**config.mk**
```make
export PLATFORM = sky130hd
export DESIGN_NAME = transmitter
export DESIGN_NICKNAME = d
export VERILOG_FILES = /design/src/rtl/transmitter.sv
export SDC_FILE = /design/constraint.sdc
export NUM_CORES = 1
export LEC_CHECK = 0
export CORE_AREA = 2 2 79 81
export CTS_BUF_LIST = sky130_fd_sc_hd__clkbuf_4 sky130_fd_sc_hd__clkbuf_8
export DETAILED_ROUTE_END_ITERATION = 7
export DIE_AREA = 0 0 81 83
export PLACE_DENSITY = 0.69
export SLEW_MARGIN = 20
export SYNTH_ARGS = -nofsm -noshare
export SYNTH_HDL_FRONTEND = slang
export SYNTH_SLANG_ARGS = --single-unit
```
**constraint.sdc**
```tcl
create_clock -name clk -period 1.99 [get_ports clk]
set_input_delay 0.597 -clock clk [delete_from_list [all_inputs] [get_ports clk]]
set_output_delay 0.597 -clock clk [all_outputs]
set_load 0.01 [all_outputs]
```
**src/rtl/transmitter.sv**
```systemverilog
// Sending end of a two-phase bundled-data channel: buffers words in a small FIFO,
// launches each word on outData, toggles outR after a setup delay and waits for the synchronised ack.
module transmitter #(
   parameter int DW          = 8,
   parameter int DEPTH       = 4,
   parameter int SETUP_CYC   = 2,
   parameter int SYNC_STAGES = 2,
   parameter int TIMEOUT_CYC = 256
) (
   input  logic          clk,
   input  logic          rst,
   input  logic          i_valid,
   output logic          o_ready,
   input  logic [DW-1:0] i_data,
   output logic          outR,
   output logic [DW-1:0] outData,
   input  logic          outA,
   output logic          o_busy,
   output logic          o_timeout,
   output logic          o_proto_err
);

   localparam int AW   = (DEPTH > 1) ? $clog2(DEPTH) : 1;
   localparam int CNTW = AW + 1;
   localparam int CW   = (SETUP_CYC > 1) ? $clog2(SETUP_CYC) : 1;
   localparam int TW   = (TIMEOUT_CYC > 0) ? $clog2(TIMEOUT_CYC + 1) : 1;

   localparam logic [CNTW-1:0] FULL_CNT   = CNTW'(DEPTH);
   localparam logic [CW-1:0]   SETUP_LOAD = CW'(SETUP_CYC - 1);
   localparam logic [TW-1:0]   TMAX       = TW'(TIMEOUT_CYC);

   typedef enum logic [1:0] {
      IDLE  = 2'd0,
      SETUP = 2'd1,
      WAIT  = 2'd2
   } txState_t;

   txState_t state;
   txState_t nextState;

   logic [DW-1:0]          mem [DEPTH];
   logic [AW-1:0]          wrPtr;
   logic [AW-1:0]          rdPtr;
   logic [CNTW-1:0]        count;
   logic                   readyEn;
   logic [SYNC_STAGES-1:0] ackSync;
   logic                   ackS;
   logic [CW-1:0]          cnt;
   logic [CW-1:0]          nextCnt;
   logic [TW-1:0]          tcnt;
   logic [TW-1:0]          nextTcnt;
   logic                   push;
   logic                   pop;
   logic                   loadWord;
   logic                   toggleReq;
   logic                   protoHit;
   logic                   timeoutHit;

   // o_ready is held low through reset and only rises on the first edge afterwards.
   assign o_ready = readyEn & (count != FULL_CNT);
   assign push    = i_valid & o_ready;
   assign ackS    = ackSync[SYNC_STAGES-1];
   assign o_busy  = (count != '0) | (state != IDLE);

   always_ff @(posedge clk or posedge rst) begin
      if (rst) begin
         readyEn <= 1'b0;
      end else begin
         readyEn <= 1'b1;
      end
   end

   // Storage array carries no reset; occupancy and pointers alone define validity.
   always_ff @(posedge clk) begin
      if (push) begin
         mem[wrPtr] <= i_data;
      end
   end

   always_ff @(posedge clk or posedge rst) begin
      if (rst) begin
         wrPtr <= '0;
         rdPtr <= '0;
         count <= '0;
      end else begin
         if (push) begin
            wrPtr <= wrPtr + AW'(1);
         end
         if (pop) begin
            rdPtr <= rdPtr + AW'(1);
         end
         case ({push, pop})
            2'b10:   count <= count + CNTW'(1);
            2'b01:   count <= count - CNTW'(1);
            default: count <= count;
         endcase
      end
   end

   // The ack comes from another timing domain, so it only reaches the FSM through this chain.
   always_ff @(posedge clk or posedge rst) begin
      if (rst) begin
         ackSync <= '0;
      end else begin
         ackSync <= {ackSync[SYNC_STAGES-2:0], outA};
      end
   end

   always_ff @(posedge clk or posedge rst) begin
      if (rst) begin
         state <= IDLE;
      end else begin
         state <= nextState;
      end
   end

   // The head word stays in the FIFO until its ack returns, so a full FIFO still counts the word on the wire.
   always_comb begin
      nextState  = state;
      nextCnt    = cnt;
      nextTcnt   = tcnt;
      pop        = 1'b0;
      loadWord   = 1'b0;
      toggleReq  = 1'b0;
      protoHit   = 1'b0;
      timeoutHit = 1'b0;
      case (state)
         IDLE: begin
            protoHit = (ackS != outR);
            if (count != '0) begin
               loadWord  = 1'b1;
               nextCnt   = SETUP_LOAD;
               nextState = SETUP;
            end
         end
         SETUP: begin
            protoHit = (ackS != outR);
            if (cnt == '0) begin
               toggleReq = 1'b1;
               nextTcnt  = '0;
               nextState = WAIT;
            end else begin
               nextCnt = cnt - CW'(1);
            end
         end
         WAIT: begin
            if (ackS == outR) begin
               pop       = 1'b1;
               nextState = IDLE;
            end else begin
               if (tcnt != TMAX) begin
                  nextTcnt = tcnt + TW'(1);
               end
               if ((TIMEOUT_CYC != 0) && (tcnt == TMAX)) begin
                  timeoutHit = 1'b1;
               end
            end
         end
         default: begin
            nextState = IDLE;
         end
      endcase
   end

   // outData only changes on an IDLE load, which keeps it stable for the whole handshake.
   always_ff @(posedge clk or posedge rst) begin
      if (rst) begin
         outData     <= '0;
         outR        <= 1'b0;
         cnt         <= '0;
         tcnt        <= '0;
         o_timeout   <= 1'b0;
         o_proto_err <= 1'b0;
      end else begin
         cnt  <= nextCnt;
         tcnt <= nextTcnt;
         if (loadWord) begin
            outData <= mem[rdPtr];
         end
         if (toggleReq) begin
            outR <= ~outR;
         end
         if (timeoutHit) begin
            o_timeout <= 1'b1;
         end
         if (protoHit) begin
            o_proto_err <= 1'b1;
         end
      end
   end

endmodule

```
==> results.json <==
{
  "synth_simple_gate_area_share_pct": 8.40,
  "cellLeakagePower_nw": 1.38,
  "netlist-cell-type-count": 37,
  "drt-wirelength-per-cell_um": 15.7,
  "synth_edf_count": 32,
  "post-route-period-util_pct": 96.5,
  "p_sw_mw": 1.34,
  "post-route-drc-count": 0,
  "grt_pass1_wl_um": 7940,
  "synth_top_family_by_area": "multiplexers",
  "tritoncts": "done",
  "worstHoldPathType": "register to register",
  "netSwitchingFraction_pct": 29.7,
  "design.core.area_um2": 5820,
  "hold_violations": 0,
  "tritoncts.num_buffers": 9,
  "maxCapViolCount": 0,
  "syn_to_final_growth_pct": 25.8,
  "globalRoute.totalOverflow": 0,
  "post_synth_instance_area_um2": 2680,
  "yosysSeqAreaShare_pct": 66.6,
  "synth-async-reset-ratio_pct": 50.8,
  "power.sequential.fraction_pct": 42.6,
  "synth_commonest_cells": "33 x dfrtp_1, 32 x edfxtp_1, 10 x mux2_2, 10 x nand2_1, 9 x inv_1",
  "yosys.cell_count.top_type": "dfrtp_1",
  "drt_first_iter_violations": 85,
  "worstHoldPathCells": 0,
  "final_net_count": 241,
  "critical_path.reg2reg.startpoint": "outR",
  "cts_htree_levels": 3,
  "die_width_um": 81,
  "power.internal_mw": 3.19,
  "total_detailed_routing_wirelength_um": 4740,
  "worstSkewPairLatency_ps": 330,
  "ys_ff_latch": 65,
  "drt_pass1_iterations": 4,
  "fmax_ghz": 0.520,
  "ir_worst_vdd_uv": 580,
  "post-synth-top-area-cell": "edfxtp_1",
  "utilization_pct": 58.0,
  "yosys.area_share.adder_pct": 4.01,
  "dp_hpwl_um": 3250,
  "min_from": "ackSync[0]",
  "grt_max_degree": 34,
  "endpoint_class_of_the_critical_path": "register",
  "initial_core_util_pct": 46.1,
  "synthXorXnorAreaFrac_pct": 2.94,
  "r2r_setup_slack_ps": 70,
  "die_height_um": 83,
  "number_of_instances_in_the_synthesized_netlist": 173,
  "final_max_slew_viol_count": 0,
  "power.density_cell_area_nw_per_um2": 1340,
  "outcome": "completed",
  "crit_required_ps": 2240,
  "worst-r2r-cell-count": 7,
  "worst_hold_slack_across_all_endpoints_ps": 361,
  "layout-drive-gt1-share_pct": 28.3,
  "finalSetupViolations": 0,
  "rows": 28,
  "yosys.area.top_type_share_pct": 35.8,
  "synth_flop_cell": "dfrtp_1",
  "top_area_cells_in_the_synthesized_netlist": "edfxtp_1 36%, dfrtp_1 31%, mux4_2 6.7%",
  "synth.avg_cell_area_um2": 15.5,
  "port-buffer-count": 24,
  "final.setup_skew_ps": 5.92,
  "fin_tns_setup_ps": 0,
  "total_global_routing_track_utilization_pct": 16.4,
  "comb_power_share_pct": 33.4,
  "clock-sinks": 65,
  "share_clk_of_total_power_pct": 24.0,
  "syn_nets": 193,
  "top_level_i_o_count": 25,
  "clockRootBuffer": "clkbuf_8",
  "finalWeightedCongestion": 0.766,
  "worst-path-max-fanout": 3,
  "critical_path.startpoint_type": "register",
  "avgViaCountPerCell": 5.12,
  "synth-compound-area-share_pct": 3.92,
  "routed-via-count": 1541,
  "yosysWarningCount": 0,
  "criticalPathCategory": "register to register",
  "yosys-mux-area-fraction_pct": 11.7,
  "design.die.area_um2": 6720,
  "n_antenna_cell": 0,
  "worst_setup_hold_path_clk_slew_ps": 70,
  "ctsLongestPathBuffers": 2,
  "hold_path_end": "ackSync[1]",
  "p_total_mw": 4.53,
  "vias_in_the_first_global_route": 1682,
  "grt_antenna_before_repair": 0,
  "post-route-min-period_ps": 1920,
  "worst_ep_arrival_time_ps": 2180,
  "post_cts_hold_buffer_count": 0,
  "antenna_left": 0,
  "r2r_end": "count[2]"
}
metal layers:
| metal | wire (um) | vias to the layer above | GRT usage, % |
|---|---|---|---|
| li1 | - | 729 | - |
| met1 | 2010 | 785 | 19.4 |
| met2 | 2540 | 21 | 26.6 |
| met3 | 114 | 6 | 4.57 |
| met4 | 72 | 0 | 8.78 |
| met5 | 0 | - | 0 |
layout by cell type, fill, tap and decap left out, types with 2 or more instances in the layout:
cell / n
xnor2_2: 2
nand3_1: 5
dfrtp_1: 33
a211o_1: 2
nor4_1: 2
or2_2: 2
nor3_1: 3
nand2_1: 10
ha_1: 6
dlygate4sd2_1: 2
xnor2_1: 4
and2_4: 2
o21ai_0: 3
o211ai_1: 2
clkbuf_8: 10
buf_4: 16
mux2i_1: 2
xor2_1: 3
inv_1: 9
clkdlybuf4s50_1: 21
and3_1: 6
clkinv_2: 3
o311ai_0: 2
buf_12: 2
nand2b_1: 2
edfxtp_1: 32
mux2_2: 10
nor2_1: 4
mux4_2: 8
stage by stage:
stage,area [um^2],setup WS (ps),cells
final,3380,68.7,301
after global routing,3380,-19.6,301
after CTS,3350,10.0,300
after detailed placement,3150,-372,283
after global placement,3150,-309,283
after floorplan,2700,-11.1,173
power groups by stage:
stage | clock [mW] | combinational (mW) | sequential [mW]
finish | 1.09 | 1.51 | 1.93
global route | 1.18 | 1.68 | 1.97
CTS | 1.12 | 1.50 | 1.94
detailed placement | 0 | 1.48 | 1.96
global placement | 0 | 1.40 | 1.93
floorplan | 0 | 0.887 | 1.94
cell families after synthesis:
group	after synthesis
adder cells (fa/ha/maj)	8
AND/OR/NAND/NOR	42
other	1
XOR/XNOR	9
multiplexers	20
AO/OA/AOI/OAI	14
flip-flops	65
buffers and inverters	14
state kept, by name, indices dropped and copies added, names as in the netlist:
name         count
o_proto_err      1
outData          8
o_timeout        1
mem             32
tcnt             9
state            2
wrPtr            2
outR             1
cnt              1
count            3
readyEn          1
rdPtr            2
ackSync          2
worst max-delay path by stage:
stage | from | to | slack [ps] | cells after the start
finish | outR | count[2] | 70 | 7
global route | count[0] | count[2] | -20 | 9
CTS | i_valid | count[2] | 10 | 8
detailed placement | i_valid | count[2] | -370 | 8
global placement | i_valid | count[2] | -310 | 8
floorplan | count[0] | count[2] | -10 | 9
repair_timing:
item / 4_1_cts / 5_1_grt
setup endpoints to repair: 3 / 4
pin swaps: 1 / 4
resized for setup: 3 / 5
setup buffers: 1 / 1
worst max-delay path, stage by stage (launching register included):
cell and delay (ps):
dfrtp_1 430, xnor2_2 160, and3_2 250, ha_2 200, fa_2 370, xnor2_2 150, nor2_1 140, xor2_1 150
cell type report:
cell class / instances / area, um^2
clock buffers: 10 / 138
clock inverters: 6 / 57.6
fillers: 483 / 2440
inverters: 9 / 33.8
multi-input cells: 94 / 866
flip-flops and latches: 65 / 1790
well taps: 75 / 93.8
repair buffers: 42 / 400
Note: power is estimated with default switching activity, not from simulation.
